===== src/rtl/div_n_serial.sv =====
// Serial divisibility checker.
// Consumes a binary number one bit per accepted cycle (MSB-first or LSB-first)
// and keeps the running remainder modulo DIVISOR, flagging divisibility.
//
// Input qualification: there is no backpressure. A bit is taken on every
// rising edge where in_valid=1 and reset=0; when in_valid=0 all state holds
// (apart from clear and the upd pulse returning low).
module div_n_serial #(
  parameter int DIVISOR   = 3,
  parameter int LSB_FIRST = 0,
  parameter int CNT_W     = 16,
  localparam int RW = ($clog2(DIVISOR) < 1) ? 1 : $clog2(DIVISOR)
) (
  input  logic             clk,
  input  logic             reset,
  input  logic             clear,
  input  logic             in_valid,
  input  logic             bit_in,
  output logic [RW-1:0]    rem,
  output logic             out,
  output logic [CNT_W-1:0] nbits,
  output logic             upd
);

  // Reject divisors the datapath was not sized for.
  if (DIVISOR < 2 || DIVISOR > 65536) begin : g_bad_divisor
    $error("div_n_serial: DIVISOR must be in 2..65536");
  end
  if (CNT_W < 1) begin : g_bad_cnt_w
    $error("div_n_serial: CNT_W must be at least 1");
  end

  // DIVISOR in RW+1 bits; a power-of-two divisor needs the extra bit.
  localparam logic [RW:0] DIV_X = (RW + 1)'(DIVISOR);

  // pw holds 2^k mod DIVISOR for the next LSB-first bit position k.
  logic [RW-1:0]    pw;
  logic [RW-1:0]    rem_base;
  logic [RW-1:0]    pw_base;
  logic [CNT_W-1:0] cnt_base;
  logic [RW:0]      sum;
  logic [RW:0]      dbl;
  logic [RW-1:0]    rem_next;
  logic [RW-1:0]    pw_next;
  logic [CNT_W-1:0] cnt_next;

  // Next-state datapath. A clear in the same cycle as an accepted bit starts
  // from an empty frame, so the bases fall back to the post-clear values.
  // Both operands stay below 2*DIVISOR, so one conditional subtract reduces.
  always_comb begin
    rem_base = clear ? '0 : rem;
    pw_base  = clear ? RW'(1) : pw;
    cnt_base = clear ? '0 : nbits;
    sum      = '0;
    if (LSB_FIRST != 0) begin
      sum = {1'b0, rem_base} + (bit_in ? {1'b0, pw_base} : '0);
    end else begin
      sum = {rem_base, bit_in};
    end
    rem_next = (sum >= DIV_X) ? RW'(sum - DIV_X) : sum[RW-1:0];
    dbl      = {pw_base, 1'b0};
    pw_next  = (dbl >= DIV_X) ? RW'(dbl - DIV_X) : dbl[RW-1:0];
    cnt_next = (&cnt_base) ? cnt_base : cnt_base + 1'b1;
  end

  // State registers: reset beats everything, an accepted bit beats a bare clear.
  always_ff @(posedge clk) begin
    if (reset) begin
      rem   <= '0;
      pw    <= RW'(1);
      nbits <= '0;
      out   <= 1'b1;
      upd   <= 1'b0;
    end else if (in_valid) begin
      rem   <= rem_next;
      pw    <= pw_next;
      nbits <= cnt_next;
      out   <= (rem_next == '0);
      upd   <= 1'b1;
    end else if (clear) begin
      rem   <= '0;
      pw    <= RW'(1);
      nbits <= '0;
      out   <= 1'b1;
      upd   <= 1'b0;
    end else begin
      upd   <= 1'b0;
    end
  end

endmodule


===== config.mk =====
export PLATFORM = sky130hd
export DESIGN_NAME = div_n_serial
export DESIGN_NICKNAME = d
export VERILOG_FILES = /design/src/rtl/div_n_serial.sv
export SDC_FILE = /design/constraint.sdc
export NUM_CORES = 1
export LEC_CHECK = 0
export ABC_AREA = 1
export BUFFER_PORTS_ARGS = -buffer_cell sky130_fd_sc_hd__buf_2
export CORE_MARGIN = 4
export CORE_UTILIZATION = 59
export DETAILED_ROUTE_END_ITERATION = 10
export PLACE_DENSITY = 0.84
export SKIP_CTS_REPAIR_TIMING = 1
export SLEW_MARGIN = 5
export SYNTH_ARGS = -nofsm -noshare
export SYNTH_HDL_FRONTEND = slang
export SYNTH_SLANG_ARGS = --single-unit

===== constraint.sdc =====
create_clock -name clk -period 5.18 [get_ports clk]
set_clock_uncertainty 0.2 [all_clocks]
set_input_delay 0.777 -clock clk [delete_from_list [all_inputs] [get_ports clk]]
set_output_delay 0.777 -clock clk [all_outputs]
set_load 0.02 [all_outputs]

==> results of run 1 <==
final cells by class:
class	count	share of cell area, %
inverters	37	9.457
multi-input cells	146	51.64
clock buffers	4	2.385
flip-flops and latches	20	26.32
repair buffers	24	7.895
well taps	28	2.303
kinds of logic (layout without fill, tap and decap cells):
family | after synthesis | count (layout) | share of synthesized area [%]
AND/OR/NAND/NOR | 116 | 116 | 43.21
buffers and inverters | 45 | 65 | 15.36
AO/OA/AOI/OAI | 24 | 24 | 8.572
flip-flops | 20 | 20 | 28.57
XOR/XNOR | 4 | 4 | 2.500
adder cells (fa/ha/maj) | 2 | 2 | 1.785
per-layer routing:
| metal | vias up | GRT usage, % | share of wire, % |
|---|---|---|---|
| met3 | 5 | 2.069 | 5.7 |
| met2 | 52 | 31.68 | 48 |
| li1 | 697 | - | - |
| met4 | 0 | 7.285 | 1.5 |
| met1 | 589 | 27.12 | 45 |
| met5 | - | 0 | 0 |
worst max path at each step:
stage,startpoint,end,cells after the start
floorplan,clear,nbits[15],17
global placement,clear,nbits[1],14
detailed placement,clear,nbits[0],14
CTS,clear,nbits[0],14
global route,clear,nbits[0],14
finish,clear,nbits[0],14
metrics by stage:
step | cells | power [mW] | hold slack (ps) | worst slack, ps
after floorplan | 211 | 0.1856 | 374.0 | 2544
after global placement | 255 | 0.1896 | 249.8 | 2420
after detailed placement | 255 | 0.1901 | 247.8 | 2341
after CTS | 259 | 0.2837 | 277.6 | 2664
after global routing | 259 | 0.2913 | 291.7 | 2448
final | 259 | 0.2782 | 275.0 | 2644
flip-flops by register name, indices dropped and copies added, names as in the netlist:
| signal | count |
|---|---|
| nbits | 16 |
| out | 1 |
| upd | 1 |
| rem | 2 |
Yosys cell counts:
cell type | n | share of area [%]
buf_12 | 1 | 1.4
nor3_1 | 1 | 0.36
nor2_4 | 6 | 4.8
nand4_1 | 8 | 3.6
clkbuf_1 | 2 | 0.54
buf_2 | 2 | 0.71
nor2_1 | 21 | 5.6
ha_1 | 2 | 1.8
nand3_2 | 2 | 1.4
inv_2 | 2 | 0.54
nand3_4 | 2 | 2.5
nand3b_1 | 1 | 0.54
o21ai_0 | 10 | 3.6
xor2_1 | 3 | 1.9
nand2_2 | 5 | 2.2
nand2_1 | 45 | 12
xnor2_1 | 1 | 0.63
nand2_4 | 1 | 0.80
dfxtp_1 | 20 | 29
nand3_1 | 16 | 5.7
o21ai_1 | 2 | 0.71
a21oi_1 | 12 | 4.3
buf_6 | 3 | 2.4
inv_6 | 1 | 0.63
nor2_2 | 8 | 3.6
inv_1 | 34 | 9.1
layout by cell type, fill, tap and decap left out, types with 3 or more instances in the layout:
cell type	n
nand2_1	45
inv_1	34
buf_2	24
nor2_1	21
dfxtp_1	20
nand3_1	16
a21oi_1	12
o21ai_0	10
nor2_2	8
nand4_1	8
nor2_4	6
nand2_2	5
xor2_1	3
clkbuf_4	3
power by group:
part | total, mW | leakage [nW] | internal, mW | switching [mW]
sequential | 0.158 | 0.162 | 0.156 | 0.00137
clock | 0.0917 | 0.0210 | 0.0429 | 0.0487
combinational | 0.0287 | 0.536 | 0.00784 | 0.0209
critical path, stage by stage:
cell     delay (ps)
buf_2           160
inv_6           180
nand2_1         130
inv_1           100
ha_1            180
nand2_1         100
nor2_4          180
nand2_2         120
nor2_2          100
nand2_2         140
nand2_1         150
inv_1            70
nor2_1           90
nor2_1           50
==> reports/qor_table.md, run 1 <==
| Stage | Result | This run |
|:---|:---|:---|
| logic synthesis | Seq cells post-synth | 20 |
| sta | Max Freq | 394.3 MHz |
| worst setup path | Launching element type of the critical path | primary input |
| grt | First-pass GRT wire length | 5216 microns |
| drt | Residual DRC | 0 |
| power and ir drop | Peak ir drop on the vdd network | 121.7 uV |
| drt | Avg Vias per Cell | 5.185 |
| sta | Final sum of negative setup slack | 0 ps |
| clocking | H-tree depth | 1 |
| place | Number of port buffers | 24 |
| sta | Remaining max-slew budget at the tightest pin | 74.27% |
| worst setup path | Launching point of the worst reg2reg path | nbits[1] |
| logic synthesis | Syn. warnings | 0 |
| cells and area | Design area | 0.001521 sq mm |
| power and ir drop | Leakage power | 0.7193 nW |
| cells and area | Area Overhead vs Synth | 8.571% |
| drt | First-pass DRT Iterations | 4 |
| logic synthesis | Net Count, Synth | 218 |
| worst setup path | Data arrival time of the critical path | 2550 ps |
| floorplan | Area inside the core boundary | 0.002233 sq mm |
| logic synthesis | Portion of the post-synthesis area used by sequential elements | 28.57% |
| sta | Number of pins with negative max-slew slack in the final report | 0 |
| logic synthesis | Unique masters post-synth | 26 |
| worst setup path | Critical path type | primary input to flip-flop |
| floorplan | Chip Width | 56.74 microns |
| cells and area | Multi-input gate area in the final layout | 785.8 sq um |
| min path | Source of the worst hold timing path | out |
| floorplan | Top-Level Pins | 25 |
| clocking | Clock tree from TritonCTS | done |
| logic synthesis | Cell count after synthesis | 211 |
| place | Placed cell areas | 0.001485 sq mm |
| min path | Hold EP | out |
| sta | Final-report hold violation count | 0 |
| clocking | Clk sinks | 20 |
| grt | Via count of the first global-routing pass | 1230 |
| clocking | Clk slew on worst S/H paths | 110 ps |
| grt | Initial antenna violation count | 0 |
| worst setup path | Kind of end point of the critical path | flip-flop |
| clocking | TritonCTS Buffers | 3 |
| grt | Pin count of the biggest net entering global routing | 22 |
| cells and area | Share of layout cells above drive strength 1 | 23.81% |
| floorplan | Initial cell density of the core | 62.75% |
| sta | Setup-violating endpoint count in the final report | 0 |
| worst setup path | Depth of the worst register-to-register path | 12 |
| clocking | Clock insertion delay at the later pin of the skew report | 300 ps |
| floorplan | Die Y-Extent | 56.74 microns |
| run | Number of max-cap violations | 0 |
| cells and area | Final Util | 68.12% |
| grt | Overall track demand over capacity in global routing | 19.74% |
| drt | Number of DRC violations after detailed-routing iteration 0 | 51 |
| sta | Ratio of final minimum period to clock period | 48.97% |
| cells and area | Number of inserted diodes | 0 |
| worst setup path | Setup slack of the worst register-to-register path | 3160 ps |
| sta | Fin crit period | 2536 ps |
| clocking | Clock root buffer | clkbuf_4 |
| floorplan | Die Area | 0.003219 sq mm |
| grt | Overflow after GRT | 0 |
| drt | Post-detailed-route count of antenna-violating nets | 0 |
| clocking | Largest buffer count on any clock path | 2 |
| drt | DR vias | 1343 |
| drt | Average wire length per cell after detail routing | 11.15 microns |
| status | Result of the run | finished, final reports clean |
| sta | Worst-Margin Slew | 385.5 ps |
| logic synthesis | Synth Area per Inst | 6.641 sq um |
| power and ir drop | Total power per unit cell area | 182.9 mW/mm^2 |
| worst setup path | Required time at the endpoint of the critical path | 5190 ps |
| min path | Hold Path Depth | 2 |
| worst setup path | Endpoint of the worst register-to-register path | nbits[0] |
| cells and area | Final net count | 239 |
| worst setup path | Maximum fanout encountered on the critical timing path | 21 |
| cells and area | Register area | 400.4 sq um |
| floorplan | Cell row count | 17 |
| logic synthesis | Synth Cell Area | 0.001401 sq mm |
| place | Post-detailed-placement half-perimeter wirelength | 2160 microns |
| drt | Final wirelength | 2888 microns |
| cells and area | Number of filler instances in the final layout | 215 |
| sta | Unrepaired setup endpoints after global routing | false |
| place | Weighted congestion at the end of routability-driven global placement | 0.8985 |
| min path | Class of the tightest hold or removal check | flip-flop to flip-flop |
(Power assumes the default switching activity.)
==> inputs of run 2 (changes only) <==
--- a/config.mk
+++ b/config.mk
@@ -5,12 +5,12 @@
 export SDC_FILE = /design/constraint.sdc
 export NUM_CORES = 1
 export LEC_CHECK = 0
-export ABC_AREA = 1
+export ABC_AREA = 0
 export BUFFER_PORTS_ARGS = -buffer_cell sky130_fd_sc_hd__buf_2
 export CORE_MARGIN = 4
-export CORE_UTILIZATION = 59
+export CORE_UTILIZATION = 52
 export DETAILED_ROUTE_END_ITERATION = 10
-export PLACE_DENSITY = 0.84
+export PLACE_DENSITY = 0.77
 export SKIP_CTS_REPAIR_TIMING = 1
 export SLEW_MARGIN = 5
 export SYNTH_ARGS = -nofsm -noshare
==> constraint.sdc (replaced) <==
create_clock -name clk -period 2.55 [get_ports clk]
set_clock_uncertainty 0.2 [all_clocks]
set_input_delay 0.3825 -clock clk [delete_from_list [all_inputs] [get_ports clk]]
set_output_delay 0.3825 -clock clk [all_outputs]
set_load 0.02 [all_outputs]
==> run 2 against run 1 <==
Cell count decreased by 29%. Global-route usage about the same. Worst hold slack got worse by 62 ps. Sequential power increased by 100%. Sequential share of layout area increased by 4.9 points. Clock power increased by 96%. Worst setup slack got worse by 2400 ps. Die area decreased by 8.4%. Critical path type is now flip-flop to flip-flop. Critical endpoint is now nbits[13]. Largest cell class unchanged. Largest power group unchanged.
==> reports/qor_table.md, run 2 <==
| Stage | Result | This run | Change |
|:---|:---|:---|:---|
| status | Result of the run | finished, final reports clean |  |
| logic synthesis | Proportion of netlist area held by the largest area contributor | 35.91% | +7.3 points |
| logic synthesis | Count of flip-flops with a built-in enable after synthesis | 0 | unchanged |
| worst setup path | Cell type of the slowest stage on the worst timing path | or4_1 |  |
| clocking | Largest buffer count on any clock path | 2 | unchanged |
| grt | Overall track demand over capacity in global routing | 19.69% | -0.043 points |
| worst setup path | Crit-path leading delay family | simple AND/OR/NAND/NOR gates |  |
| cells and area | Design area | 0.001281 sq mm | -16% |
| run | Number of max-cap violations | 0 | unchanged |
| drt | Residual DRC | 0 | unchanged |
| logic synthesis | Unique masters post-synth | 40 | +54% |
| cells and area | Largest registers | nbits: 16 flops, rem: 2 flops |  |
| logic synthesis | Synth top area cells | dfxtp_1, nor2_1, nand4_1 |  |
| worst setup path | Worst-path cell chain | nor2b_1 -> ha_1 -> and3b_1 -> and3_1 -> a21o_4 -> or4_1 -> a21oi_1 |  |
| sta | Final-report hold violation count | 0 | unchanged |
| logic synthesis | Cell taking the most area after synthesis | dfxtp_1 |  |
| logic synthesis | Most common flop cell mapped by yosys | dfxtp_1 |  |
| grt | Overflow after GRT | 0 | unchanged |
| power and ir drop | Net switching share of the total power | 23.94% | -1.6 points |
| worst setup path | Kind of end point of the critical path | flip-flop |  |
| logic synthesis | Seq cells post-synth | 20 | unchanged |
| floorplan | Initial cell density of the core | 55.69% | -7.1 points |
| logic synthesis | Syn. warnings | 0 | unchanged |
| power and ir drop | Sequential cell fraction of total power | 57.7% | +1.0 points |
| clocking | Clock tree from TritonCTS | done |  |
| drt | First-pass DRT Iterations | 4 | unchanged |
| power and ir drop | Total power per unit cell area | 436.6 mW/mm^2 | +140% |
| sta | Minimum setup slack in the final design | 202.0 ps | -2442 ps |
| logic synthesis | Cell count after synthesis | 135 | -36% |
| power and ir drop | Switching component of the power | 0.1339 mW | +89% |
| sta | Setup-violating endpoint count in the final report | 0 | unchanged |
| power and ir drop | Leakage power | 0.5321 nW | -26% |
| power and ir drop | Peak ir drop on the vdd network | 336.0 uV | +180% |
| cells and area | Multi-input gate area in the final layout | 675.6 sq um | -14% |
| cells and area | Number of filler instances in the final layout | 177 | -18% |
| sta | Fin crit period | 2348 ps |  |
| grt | First-pass GRT wire length | 4298 microns | -18% |
| floorplan | Die Area | 0.002948 sq mm | -8.4% |
| cells and area | Register area | 400.4 sq um | unchanged |
| floorplan | Top-Level Pins | 25 | unchanged |
| floorplan | Cell row count | 16 | -1 |
| place | Placed cell areas | 0.001245 sq mm | -16% |
| power and ir drop | Clock share of power | 32.2% | -0.8 points |
| drt | DR vias | 1078 | -20% |
| drt | Final wirelength | 2555 microns | -12% |
| grt | Pin count of the biggest net entering global routing | 15 | -32% |
| min path | Class of the tightest hold or removal check | primary input to flip-flop |  |
| clocking | TritonCTS Buffers | 3 | unchanged |
| worst setup path | Crit path largest cell delay | 460 ps | +280 ps |
| worst setup path | Maximum fanout encountered on the critical timing path | 9 | -57% |
| logic synthesis | Synth Area per Inst | 8.258 sq um | +24% |
| clocking | Clk slew on worst S/H paths | 110 ps | about the same |
| drt | Post-detailed-route count of antenna-violating nets | 0 | unchanged |
| logic synthesis | Most instantiated cells after synthesis | dfxtp_1, nor2_1, nand2_1 |  |
| clocking | Clock root buffer | clkbuf_4 |  |
| drt | Number of DRC violations after detailed-routing iteration 0 | 25 | -51% |
| sta | Number of pins with negative max-slew slack in the final report | 0 | unchanged |
| logic synthesis | Synth Cell Area | 0.001115 sq mm | -20% |
| worst setup path | Critical path type | flip-flop to flip-flop |  |
| drt | Average wire length per cell after detail routing | 13.81 microns | +24% |
| cells and area | Final net count | 166 | -31% |
| grt | Initial antenna violation count | 0 | unchanged |
| worst setup path | Required time at the endpoint of the critical path | 2590 ps | -2600 ps |
| cells and area | Number of inserted diodes | 0 | unchanged |
| power and ir drop | Internal power contribution | 0.4254 mW | +110% |
| power and ir drop | Comb power frac | 10.1% | -0.2 points |
| logic synthesis | Net Count, Synth | 142 | -35% |
| worst setup path | Launching element type of the critical path | flip-flop |  |
| sta | Unrepaired setup endpoints after global routing | false |  |
| place | Post-placement setup slack | 180.4 ps | -2161 ps |
| cells and area | Share of layout cells above drive strength 1 | 21.52% | -2.3 points |
| clocking | Clock insertion delay at the later pin of the skew report | 300 ps | about the same |
| cells and area | Largest register FFs | 16 | unchanged |
| floorplan | Area inside the core boundary | 0.002002 sq mm | -10% |
| sta | Final sum of negative setup slack | 0 ps | unchanged |
| logic synthesis | Portion of the post-synthesis area used by sequential elements | 35.91% | +7.3 points |
| grt | Via count of the first global-routing pass | 988 | -20% |
| clocking | Clk sinks | 20 | unchanged |
| place | Post-detailed-placement half-perimeter wirelength | 1949 microns | -9.7% |
| sta | Max Freq | 425.9 MHz |  |
| floorplan | Chip Width | 54.30 microns | -4.3% |
| cells and area | Area Overhead vs Synth | 14.93% |  |
| logic synthesis | Top-count cell post-synth | dfxtp_1 |  |
| sta | Ratio of final minimum period to clock period | 92.08% |  |
| place | Number of port buffers | 24 | unchanged |
| clocking | H-tree depth | 1 | unchanged |
| floorplan | Die Y-Extent | 54.30 microns | -4.3% |
| cells and area | Commonest non-fill, non-tap cell in the layout | buf_2 |  |
| worst setup path | Number of buffer and inverter instances along the worst setup path | 0 | -4 |
| cells and area | Commonest non-fill, non-tap cells in the layout | buf_2, dfxtp_1, nor2_1 |  |
| place | Weighted congestion at the end of routability-driven global placement | 0.9061 | +0.85% |
| sta | Remaining max-slew budget at the tightest pin | 73.73% | -0.54 points |
| drt | Avg Vias per Cell | 5.827 | +12% |
| sta | Worst-Margin Slew | 389.0 ps | +3.590 ps |
| logic synthesis | Async set or reset register ratio after synthesis | 0% | unchanged |
| sta | Final Hold Slack | 213.0 ps | -61.99 ps |
| worst setup path | Data arrival time of the critical path | 2380 ps | -170 ps |
| cells and area | Largest register by flop count | nbits |  |
[run 2: changes by cell type in the layout (fill, tap and decap cells not counted), moves of 6 or more]
cell / change
nor2_4: -6
nor2_2: -8
inv_1: -32
nand2_1: -34
nand3_1: -12
[run 2: worst paths after layout]
path / depth (start not counted) / endpoint / startpoint / slack [ps]
setup reg to reg: 7 / nbits[13] / nbits[1] / 200
hold / removal: 2 / upd / reset / 210
setup / recovery: 7 / nbits[13] / nbits[1] / 200
hold reg to reg: 2 / nbits[11] / nbits[11] / 340
[run 2: logic make-up (layout without fill, tap and decap cells)]
kind of cell / Yosys count / in the layout / synth area share [%]
AND/OR/NAND/NOR: 64 / 64 / 31.20
AO/OA/AOI/OAI: 33 / 33 / 20.76
multiplexers: 1 / 1 / 0.8979
XOR/XNOR: 7 / 7 / 5.500
adder cells (fa/ha/maj): 2 / 2 / 2.244
buffers and inverters: 8 / 31 / 3.479
flip-flops: 20 / 20 / 35.91
[run 2: metrics by stage]
step                cells  utilization [%]  total power [mW]
finish                185            64.00            0.5593
global route          185            64.00            0.5798
CTS                   185            64.00            0.5607
detailed placement    181            62.19            0.3855
global placement      181            62.19            0.3838
floorplan             135                -            0.3665
[run 2: per-layer routing]
metal	GRT usage [%]	share of wire (%)	vias up
met4	4.979	0.23	0
met5	0	0	-
li1	-	-	545
met1	26.04	48	499
met3	4.905	5.0	2
met2	31.87	46	32
[run 2: layout make-up]
cell class	instances	area share [%]
repair buffers	25	9.961
well taps	27	2.637
inverters	2	0.5859
multi-input cells	107	52.73
clock buffers	4	2.832
flip-flops and latches	20	31.25
[run 2: power by group through the flow]
stage,Clock [mW],Combinational [mW],Sequential [mW]
2_1_floorplan,0,0.0314,0.335
3_3_place_gp,0,0.0545,0.329
3_5_place_dp,0,0.0557,0.330
4_1_cts,0.182,0.0559,0.323
5_1_grt,0.195,0.0615,0.324
6_report,0.180,0.0563,0.323
